File: config.mk
export PLATFORM = sky130hd
export DESIGN_NAME = simd_loop_ctrl
export DESIGN_NICKNAME = d
export VERILOG_FILES = /design/src/rtl/simd_loop_ctrl_pkg.sv /design/src/rtl/simd_loop_buffer.sv /design/src/rtl/simd_loop_ctrl.sv
export SDC_FILE = /design/constraint.sdc
export NUM_CORES = 1
export LEC_CHECK = 0
export CELL_PAD_IN_SITES_DETAIL_PLACEMENT = 2
export CELL_PAD_IN_SITES_GLOBAL_PLACEMENT = 2
export CORE_ASPECT_RATIO = 0.6
export CORE_MARGIN = 2
export CORE_UTILIZATION = 48
export DETAILED_ROUTE_END_ITERATION = 12
export GPL_TIMING_DRIVEN = 0
export HOLD_SLACK_MARGIN = 0.12
export PLACE_DENSITY = 0.89
export REMOVE_ABC_BUFFERS = 1
export SYNTH_ARGS = -nofsm -noshare
export SYNTH_HDL_FRONTEND = slang
export SYNTH_HIERARCHICAL = 1
export SYNTH_SLANG_ARGS = --single-unit
File: constraint.sdc
create_clock -name clk -period 4.8 [get_ports clk]
set_input_delay 0.96 -clock clk [delete_from_list [all_inputs] [get_ports clk]]
set_output_delay 0.96 -clock clk [all_outputs]
set_load 0.02 [all_outputs]
File: src/rtl/simd_loop_ctrl_pkg.sv
// Shared SIMD definitions for the loop controller.
// Holds the LOOP opcode/function codes, the fixed instruction field offsets and
// the controller state encoding. No ports; imported by simd_loop_ctrl.
package simd_loop_ctrl_pkg;

   // LOOP instruction encoding
   localparam logic [3:0] LoopOpcode   = 4'b0111;
   localparam logic [3:0] FnSetIter    = 4'b0000;
   localparam logic [3:0] FnSetNumInst = 4'b0001;

   // Instruction field LSB offsets within the 32-bit word
   localparam int unsigned OpcodeLsb       = 28;
   localparam int unsigned FnLsb           = 24;
   localparam int unsigned DestNsIdLsb     = 21;
   localparam int unsigned DestNsIndexLsb  = 16;
   localparam int unsigned Src1NsIdLsb     = 13;
   localparam int unsigned Src1NsIndexLsb  = 8;
   localparam int unsigned Src2NsIdLsb     = 5;
   localparam int unsigned Src2NsIndexLsb  = 0;
   localparam int unsigned ImmLsb          = 0;
   localparam int unsigned ImmBits         = 16;

   // Controller states
   localparam logic [1:0] StIdle    = 2'd0;
   localparam logic [1:0] StCapture = 2'd1;
   localparam logic [1:0] StReplay  = 2'd2;

   // True when inst is a LOOP instruction with the given function code.
   function automatic logic is_loop_fn(input logic [31:0] inst, input logic [3:0] fn_code);
      return (inst[OpcodeLsb +: 4] == LoopOpcode) && (inst[FnLsb +: 4] == fn_code);
   endfunction

endpackage

File: src/rtl/simd_loop_buffer.sv
// Loop-body instruction buffer.
// One synchronous write port, one combinational read port; data is not reset.
// Ports: clk, wr_en/wr_addr/wr_data (write), rd_addr/rd_data (read).
module simd_loop_buffer #(
   parameter int unsigned DEPTH     = 16,
   parameter int unsigned WIDTH     = 32,
   parameter int unsigned ADDR_BITS = $clog2(DEPTH)
) (
   input  logic                 clk,
   input  logic                 wr_en,
   input  logic [ADDR_BITS-1:0] wr_addr,
   input  logic [WIDTH-1:0]     wr_data,
   input  logic [ADDR_BITS-1:0] rd_addr,
   output logic [WIDTH-1:0]     rd_data
);

   logic [WIDTH-1:0] mem [DEPTH];

   always_ff @(posedge clk) begin
      if (wr_en) begin
         mem[wr_addr] <= wr_data;
      end
   end

   assign rd_data = mem[rd_addr];

endmodule

File: src/rtl/simd_loop_ctrl.sv
// SIMD single-level loop controller.
// Passes instructions through to a registered output, captures a loop body of
// N instructions after SET_ITER/SET_NUM_INST and replays it count-1 more times.
// Ports: clk, reset (async, active high); inst_in/inst_valid/inst_ready input
// handshake; out_stall holds the output register; opcode..src2_ns_index_id are
// the registered instruction fields with out_valid/in_single_loop qualifiers;
// loop_busy (not idle) and loop_err (sticky body-length overflow).
module simd_loop_ctrl
   import simd_loop_ctrl_pkg::*;
#(
   parameter int unsigned NS_ID_BITS       = 3,
   parameter int unsigned NS_INDEX_ID_BITS = 5,
   parameter int unsigned OPCODE_BITS      = 4,
   parameter int unsigned FUNCTION_BITS    = 4,
   parameter int unsigned BODY_DEPTH       = 16,
   parameter int unsigned ITER_BITS        = 16
) (
   input  logic                        clk,
   input  logic                        reset,
   input  logic [31:0]                 inst_in,
   input  logic                        inst_valid,
   output logic                        inst_ready,
   input  logic                        out_stall,
   output logic [OPCODE_BITS-1:0]      opcode,
   output logic [FUNCTION_BITS-1:0]    fn,
   output logic [NS_ID_BITS-1:0]       dest_ns_id,
   output logic [NS_INDEX_ID_BITS-1:0] dest_ns_index_id,
   output logic [NS_ID_BITS-1:0]       src1_ns_id,
   output logic [NS_INDEX_ID_BITS-1:0] src1_ns_index_id,
   output logic [NS_ID_BITS-1:0]       src2_ns_id,
   output logic [NS_INDEX_ID_BITS-1:0] src2_ns_index_id,
   output logic                        out_valid,
   output logic                        in_single_loop,
   output logic                        loop_busy,
   output logic                        loop_err
);

   localparam int unsigned AddrBits = $clog2(BODY_DEPTH);

   logic [1:0]           state_q, state_d;
   logic [ITER_BITS-1:0] count_q, count_d;   // latched SET_ITER count, never 0
   logic [ITER_BITS-1:0] iter_q, iter_d;     // replay passes still to issue
   logic [AddrBits-1:0]  ptr_q, ptr_d;       // shared capture/replay pointer
   logic [AddrBits-1:0]  len_m1_q, len_m1_d; // body length minus one
   logic                 err_q, err_d;
   logic                 valid_q, valid_d;
   logic                 isl_q, isl_d;
   logic [31:0]          word_q, word_d;

   logic                 accept;
   logic                 buf_we;
   logic [31:0]          buf_rdata;
   logic [ImmBits-1:0]   imm;
   logic [ITER_BITS-1:0] imm_count;

   assign imm        = inst_in[ImmLsb +: ImmBits];
   assign imm_count  = ITER_BITS'(imm);
   assign inst_ready = !out_stall && ((state_q == StIdle) || (state_q == StCapture));
   assign accept     = inst_valid && inst_ready;

   always_comb begin
      state_d  = state_q;
      count_d  = count_q;
      iter_d   = iter_q;
      ptr_d    = ptr_q;
      len_m1_d = len_m1_q;
      err_d    = err_q;
      valid_d  = valid_q;
      isl_d    = isl_q;
      word_d   = word_q;
      buf_we   = 1'b0;

      case (state_q)
         StIdle: begin
            if (accept) begin
               // LOOP instructions are forwarded too; downstream gates buffers on them
               word_d  = inst_in;
               valid_d = 1'b1;
               isl_d   = 1'b0;
               if (is_loop_fn(inst_in, FnSetIter)) begin
                  count_d = (imm_count == '0) ? ITER_BITS'(1) : imm_count;
               end else if (is_loop_fn(inst_in, FnSetNumInst) && (imm != '0)) begin
                  state_d = StCapture;
                  ptr_d   = '0;
                  if (imm > ImmBits'(BODY_DEPTH)) begin
                     len_m1_d = AddrBits'(BODY_DEPTH - 1);
                     err_d    = 1'b1;
                  end else begin
                     len_m1_d = AddrBits'(imm - ImmBits'(1));
                  end
               end
            end else if (!out_stall) begin
               valid_d = 1'b0;
               isl_d   = 1'b0;
            end
         end

         StCapture: begin
            // Every accepted word is body, LOOP encodings included (no nesting)
            if (accept) begin
               word_d  = inst_in;
               valid_d = 1'b1;
               isl_d   = 1'b1;
               buf_we  = 1'b1;
               if (ptr_q == len_m1_q) begin
                  ptr_d = '0;
                  if (count_q > ITER_BITS'(1)) begin
                     state_d = StReplay;
                     iter_d  = count_q - ITER_BITS'(1);
                  end else begin
                     state_d = StIdle;
                  end
               end else begin
                  ptr_d = ptr_q + AddrBits'(1);
               end
            end else if (!out_stall) begin
               valid_d = 1'b0;
               isl_d   = 1'b0;
            end
         end

         StReplay: begin
            if (!out_stall) begin
               word_d  = buf_rdata;
               valid_d = 1'b1;
               isl_d   = 1'b1;
               if (ptr_q == len_m1_q) begin
                  ptr_d = '0;
                  if (iter_q == ITER_BITS'(1)) begin
                     // Leave on the last issue so IDLE can accept next cycle
                     state_d = StIdle;
                     iter_d  = '0;
                  end else begin
                     iter_d = iter_q - ITER_BITS'(1);
                  end
               end else begin
                  ptr_d = ptr_q + AddrBits'(1);
               end
            end
         end

         default: begin
            state_d = StIdle;
         end
      endcase
   end

   always_ff @(posedge clk or posedge reset) begin
      if (reset) begin
         state_q  <= StIdle;
         count_q  <= ITER_BITS'(1);
         iter_q   <= '0;
         ptr_q    <= '0;
         len_m1_q <= '0;
         err_q    <= 1'b0;
         valid_q  <= 1'b0;
         isl_q    <= 1'b0;
         word_q   <= '0;
      end else begin
         state_q  <= state_d;
         count_q  <= count_d;
         iter_q   <= iter_d;
         ptr_q    <= ptr_d;
         len_m1_q <= len_m1_d;
         err_q    <= err_d;
         valid_q  <= valid_d;
         isl_q    <= isl_d;
         word_q   <= word_d;
      end
   end

   simd_loop_buffer #(
      .DEPTH     (BODY_DEPTH),
      .WIDTH     (32),
      .ADDR_BITS (AddrBits)
   ) u_body_buf (
      .clk     (clk),
      .wr_en   (buf_we),
      .wr_addr (ptr_q),
      .wr_data (inst_in),
      .rd_addr (ptr_q),
      .rd_data (buf_rdata)
   );

   assign opcode           = word_q[OpcodeLsb +: OPCODE_BITS];
   assign fn               = word_q[FnLsb +: FUNCTION_BITS];
   assign dest_ns_id       = word_q[DestNsIdLsb +: NS_ID_BITS];
   assign dest_ns_index_id = word_q[DestNsIndexLsb +: NS_INDEX_ID_BITS];
   assign src1_ns_id       = word_q[Src1NsIdLsb +: NS_ID_BITS];
   assign src1_ns_index_id = word_q[Src1NsIndexLsb +: NS_INDEX_ID_BITS];
   assign src2_ns_id       = word_q[Src2NsIdLsb +: NS_ID_BITS];
   assign src2_ns_index_id = word_q[Src2NsIndexLsb +: NS_INDEX_ID_BITS];
   assign out_valid        = valid_q;
   assign in_single_loop   = isl_q;
   assign loop_busy        = (state_q != StIdle);
   assign loop_err         = err_q;

endmodule
**After elaboration in Yosys (flattened, before gate mapping)**

Memories as Yosys holds them, arrays and structs flattened.
Index checks and enable logic that the tools add are counted.
Widths: inputs -> output; s select.

- Flip-flop bits (word level): 77
- Bits in writable memories: 512
- Bits of input ports: 36
- Output and inout port bits: 37
- Word-level logic and storage cells: 100
- Memories kept: 1

- Add/subtract/negate cells: 4
- $lt $le $gt $ge: 2
- Eq/ne operators: 17
- Multiplexer cells: 41
- Bitwise operators: 1
- Reduce and logical (&&, ||, !) cells: 25

Memory list:

| memory | depth | bits a word | rd ports | clocked after Yosys merged registers in | wr ports | RTL line | text |
|---|---|---|---|---|---|---|---|
| u_body_buf.mem | 16 | 32 | 1 | 0 | 1 | simd_loop_buffer.sv:17 | `logic [WIDTH-1:0] mem [DEPTH];` |

Operators with widths:

| operator | number |
|---|---|
| $mux 16 | 7 |
| $mux 32 | 2 |
| $pmux 32 s2 | 1 |
| $pmux 16 s2 | 1 |
| $sub 16x1->16 const B | 2 |
| $mux 4 | 7 |
| $mux 2 | 9 |
| $eq 16x1->1 const B | 1 |
| $gt 16x1->1 const B | 1 |
| $gt 16x5->1 const B | 1 |
| $logic_not 16->1 | 1 |
| $reduce_bool 16->1 | 1 |
| $ne 2x2->1 const B | 6 |
| $pmux 4 s3 | 1 |
| $reduce_and 6->1 | 2 |
| $mux 1 | 10 |
| $reduce_and 3->1 | 3 |
| $ne 2x1->1 const B | 4 |
| $reduce_and 8->1 | 1 |
| $pmux 2 s3 | 1 |
| $reduce_bool 2->1 | 3 |
| $logic_and 1x1->1 | 5 |
| $reduce_and 5->1 | 1 |
| $add 4x1->4 const B | 1 |
| 18 further kinds | 18 |

**Longest topological paths before layout**

- Depth in word-level cells: 8
- Gate-level depth with buffers: 10
- Gate-level depth less buffers: 8

**Hierarchy**

The synthesis kept the hierarchy.

By module, submodules not included:

| module | instances | cells each | area each (sq um) | sequential area each (sq um) |
|---|---|---|---|---|
| simd_loop_buffer | 1 | 806 | 19194.7 | 15374.7 |
| simd_loop_ctrl | 1 | 455 | 4395.5 | 1928.1 |

**Least setup slack after synthesis**

No wires, ideal clock.

- Kind: input to register
- From: in out_stall
- To: mem u_body_buf.mem[0][0] (enable)
- Setup time: 0.461 ns
- Arrival time: 4.216 ns
- Data required time: 4.339 ns
- Path slack: 0.123 ns
- Stages on the path: 5
- Buffers on the path: 1
- Path through: clkbuf_1 > nor2b_1 > and2_1 > or3b_2 > nor3_1

- Cells in the longest elaborated chain, start to end: 7

RTL lines:

| item | RTL line | text |
|---|---|---|
| start: declaration | simd_loop_ctrl.sv:23 | `input logic out_stall,` |
| $logic_not 1->1 | -- |  |
| $logic_and 1x1->1 | simd_loop_ctrl.sv:58 | `assign inst_ready = !out_stall && ((state_q == StIdle) \|\| (state_q == StCapture));` |
| $logic_and 1x1->1 | simd_loop_ctrl.sv:59 | `assign accept = inst_valid && inst_ready;` |
| $mux 1 | simd_loop_ctrl.sv:100 | `if (accept) begin` |
| $mux 1 | simd_loop_ctrl.sv:73 | `case (state_q)` |
| via buf_we | simd_loop_ctrl.sv:51 | `logic buf_we;` |
| $mux 1 | simd_loop_buffer.sv:20 | `if (wr_en) begin` |
| $mux 1 (not written as such) | simd_loop_buffer.sv:21 | `mem[wr_addr] <= wr_data;` |
| end: declaration | simd_loop_buffer.sv:17 |  |

The timed path passes the listed nets, and every way through them passes these cells.

**Final worst setup path**

- From: in inst_in[26]
- To: reg count_q[9]

- Cells in the longest elaborated chain, start to end: 3

RTL lines:

| item | RTL line | text |
|---|---|---|
| start: declaration | simd_loop_ctrl.sv:20 | `input logic [31:0] inst_in,` |
| $logic_not 4->1 | simd_loop_ctrl_pkg.sv:30 | `return (inst[OpcodeLsb +: 4] == LoopOpcode) && (inst[FnLsb +: 4] == fn_code);` |
| $logic_and 1x1->1 | simd_loop_ctrl_pkg.sv:30 |  |
| $reduce_and 3->1 (no line) | -- |  |
| end signal: assignment | simd_loop_ctrl.sv:161 | `count_q <= count_d;` |
| end: declaration | simd_loop_ctrl.sv:41 | `logic [ITER_BITS-1:0] count_q, count_d;` |

Every way passes these cells.
A chain may end at the register's enable or synchronous reset.

==> results_dict.tcl <==
set metrics [dict create \
    drv_slew 0 \
    cts_sinks 589 \
    rows 62 \
    slowest_delay_ns 1.25 \
    p_int_uw 9610 \
    grt_pass1_wl_mm 122 \
    seq_area_frac_synth_pct 73.3 \
    pwr_density_cell_nw_per_um2 510 \
    drc 0 \
    fillCellCount 3971 \
    switching_power_uw 4400 \
    critical_path.cell_chain "clkdlybuf4s50_1, nor4_1, nand2_1, nor2_2, mux2_2" \
    die_area_um2 51000 \
    swShare_pct 31.4 \
    die_height_um 176 \
    total_power_uw 14000 \
    synth_cell_type_count 61 \
    startpoint_type "primary input" \
    finalCriticalPeriod_ns 4.37 \
    cp.required_ns 5.27 \
    drt-initial-drc-count 1935 \
    hold_slack_ns 0.516 \
    hold_viol_final 0 \
    synthesis.area_um2 23600 \
    hold_path.class "reg2reg" \
    viasPerCell 7.01 \
    post_cts_buffers 0 \
    clk_path_buf_depth 3 \
    pwr-share-comb_pct 24.0 \
    grt_overflow 0 \
    yosys_warnings 6 \
    slowest_stage "nor4_1" \
    drt-pass1-iter-count 6 \
    cts_tree "built" \
    syn_avg_cell_area_um2 18.7 \
    finalCritPeriodShare_pct 91.1 \
    synth_ff_type "edfxtp_1" \
    rsz0062_at_grt "false" \
    reg2reg_slack_ns 0.79 \
    ios 73 \
    yosysTopAreaCellShare_pct 65.2 \
    crit_type "in2reg" \
    htree_num_levels 2 \
    async_flop_share_pct 13.1 \
    crit_fanout 19 \
    yosysMostFrequentCell "edfxtp_1" \
    seq_power_share_pct 44.0 \
    post-place-ws_ns -0.286 \
    portBuffers 72 \
    synth_area_leader_cell "edfxtp_1" \
    drive_gt1_share_pct 21.7 \
    dp_hpwl_mm 49.9 \
    setup_viol 0 \
    worst_slack_ns 0.429 \
    hold_start "loop_err" \
    core_region_area_um2 48200 \
    cts_hold_buf 0 \
    drv_cap 0 \
    tightest_slew_ns 1.24 \
    postRouteWirelength_mm 86.2 \
    synth_edf_count 512 \
    cts_inserted_buffers 54 \
    drtAntennaViolNets 0 \
    wl_per_cell_um 42.1 \
    grt_usage_pct 34.2 \
    num_vias 14354 \
    nNetsFinal 1412 \
    grt_start_max_net_pins 59 \
    grt_pass1_vias 15246 \
    final_core_util_pct 57.0 \
    synth_area_leaders "edfxtp_1 (65%), mux4_2 (12%), dfrtp_1 (8.1%)" \
    cts_resized 0 \
    fin_skew_ns 0.0237 \
    end_kind "register" \
    syn-instance-count 1261 \
    cp-startpoint "inst_in[26]" \
    crit_arrival_ns 4.84 \
    netlist_top_cells_count "edfxtp_1 (512), mux4_2 (128), dfrtp_1 (76)" \
    syn2layout_area_growth_pct 16.4 \
    clk_root_buffer_cell "clkbuf_16" \
    start_util_pct 49.0 \
    max_freq_mhz 229 \
    antenna_found_initial 1 \
    clkTransAtPathRegs_ns 0.07 \
    fp.dieW_um 290 \
    synth_seq_cells 589 \
    status "completed" \
    clk_latency_ns 0.61 \
    place_congestion 0.767 \
    rr_startpoint "state_q[1]" \
    slew-limit-headroom_pct 16.6 \
    ir_drop_mv 0.268 \
    leakage_uw 0.00883 \
    pwr-share-clk_pct 32.1 \
]
==> worst max-delay path, delay by kind of cell <==
family                 cells  cell delay (ns)
multiplexers               1             0.47
AND/OR/NAND/NOR            3             2.40
buffers and inverters      1             0.98
==> routing by layer <==
| layer | part of all wire, % | track usage [%] | vias to the layer above |
|---|---|---|---|
| li1 | - | - | 5325 |
| met1 | 37 | 44.2 | 7724 |
| met2 | 49 | 57.3 | 1023 |
| met3 | 8.5 | 6.43 | 282 |
| met4 | 5.1 | 15.2 | 0 |
| met5 | 0 | 0 | - |
==> power by group through the flow <==
stage | logic, uW | clock network (uW) | registers, uW
3_3_place_gp | 2780 | 0 | 6400
4_1_cts | 3320 | 4530 | 6150
2_1_floorplan | 1790 | 0 | 6450
3_5_place_dp | 3130 | 0 | 6240
6_report | 3360 | 4490 | 6160
5_1_grt | 3510 | 4680 | 6180
==> final timing paths <==
path,to,cells past startpoint
max reg2reg,u_body_buf/mem[8][19],8
max,count_q[9],5
max in group asynchronous,count_q[0],3
min in group asynchronous,word_q[7],2
min,loop_err,1
min reg2reg,loop_err,1
==> per-stage QoR <==
stage | cell area [um2] | cells | setup TNS (ns)
final | 27500 | 2049 | 0
after floorplan | 23300 | 1195 | -1449.91
after detailed placement | 25700 | 1948 | -3.81
after CTS | 27500 | 2048 | 0
after global routing | 27500 | 2049 | 0
after global placement | 24800 | 1907 | -3937.40
==> sequential cells by signal, summed over array words and instances (netlist names) <==
register and count:
state_q 2, loop_err 1, iter_q 16, out_valid 1, len_m1_q 4, ptr_q 4, in_single_loop 1, word_q 32
u_body_buf/mem 512, count_q 16
==> final cells by class <==
type	instances	area, um2	area share (%)
flip-flops and latches	589	17300	63.0
multi-input cells	593	6080	22.1
clock buffers	81	1580	5.77
repair buffers	113	1490	5.42
well taps	640	801	2.92
clock inverters	19	144	0.524
inverters	13	51.3	0.187
diodes	1	2.50	0.00911
==> layout by cell type, fill, tap and decap left out, types with 5 or more instances in the layout <==
cell type          n
edfxtp_1         512
mux4_2           128
dfrtp_1           74
clkdlybuf4s50_1   72
a22oi_1           66
nand2_1           62
clkbuf_16         55
nor2_1            53
a21oi_1           44
mux2i_1           35
o21ai_0           27
mux2_2            18
clkbuf_1          15
nor3_1            14
nor2_4            14
buf_12            14
buf_6             13
nand3_1           12
clkinv_2          12
inv_1             11
ha_1              11
clkbuf_8          11
buf_16            11
xnor2_1           10
xor2_1            10
nor4_1             8
o22ai_1            8
a22o_1             7
clkinv_1           5
nand2b_1           5
==> cell families after synthesis <==
kind of cell	after synthesis	synth area share, %
flip-flops	589	73.3
AND/OR/NAND/NOR	205	4.24
multiplexers	182	14.6
AO/OA/AOI/OAI	174	4.84
buffers and inverters	79	1.58
XOR/XNOR	20	0.743
adder cells (fa/ha/maj)	12	0.636
Power figures use the tool's default switching activity.
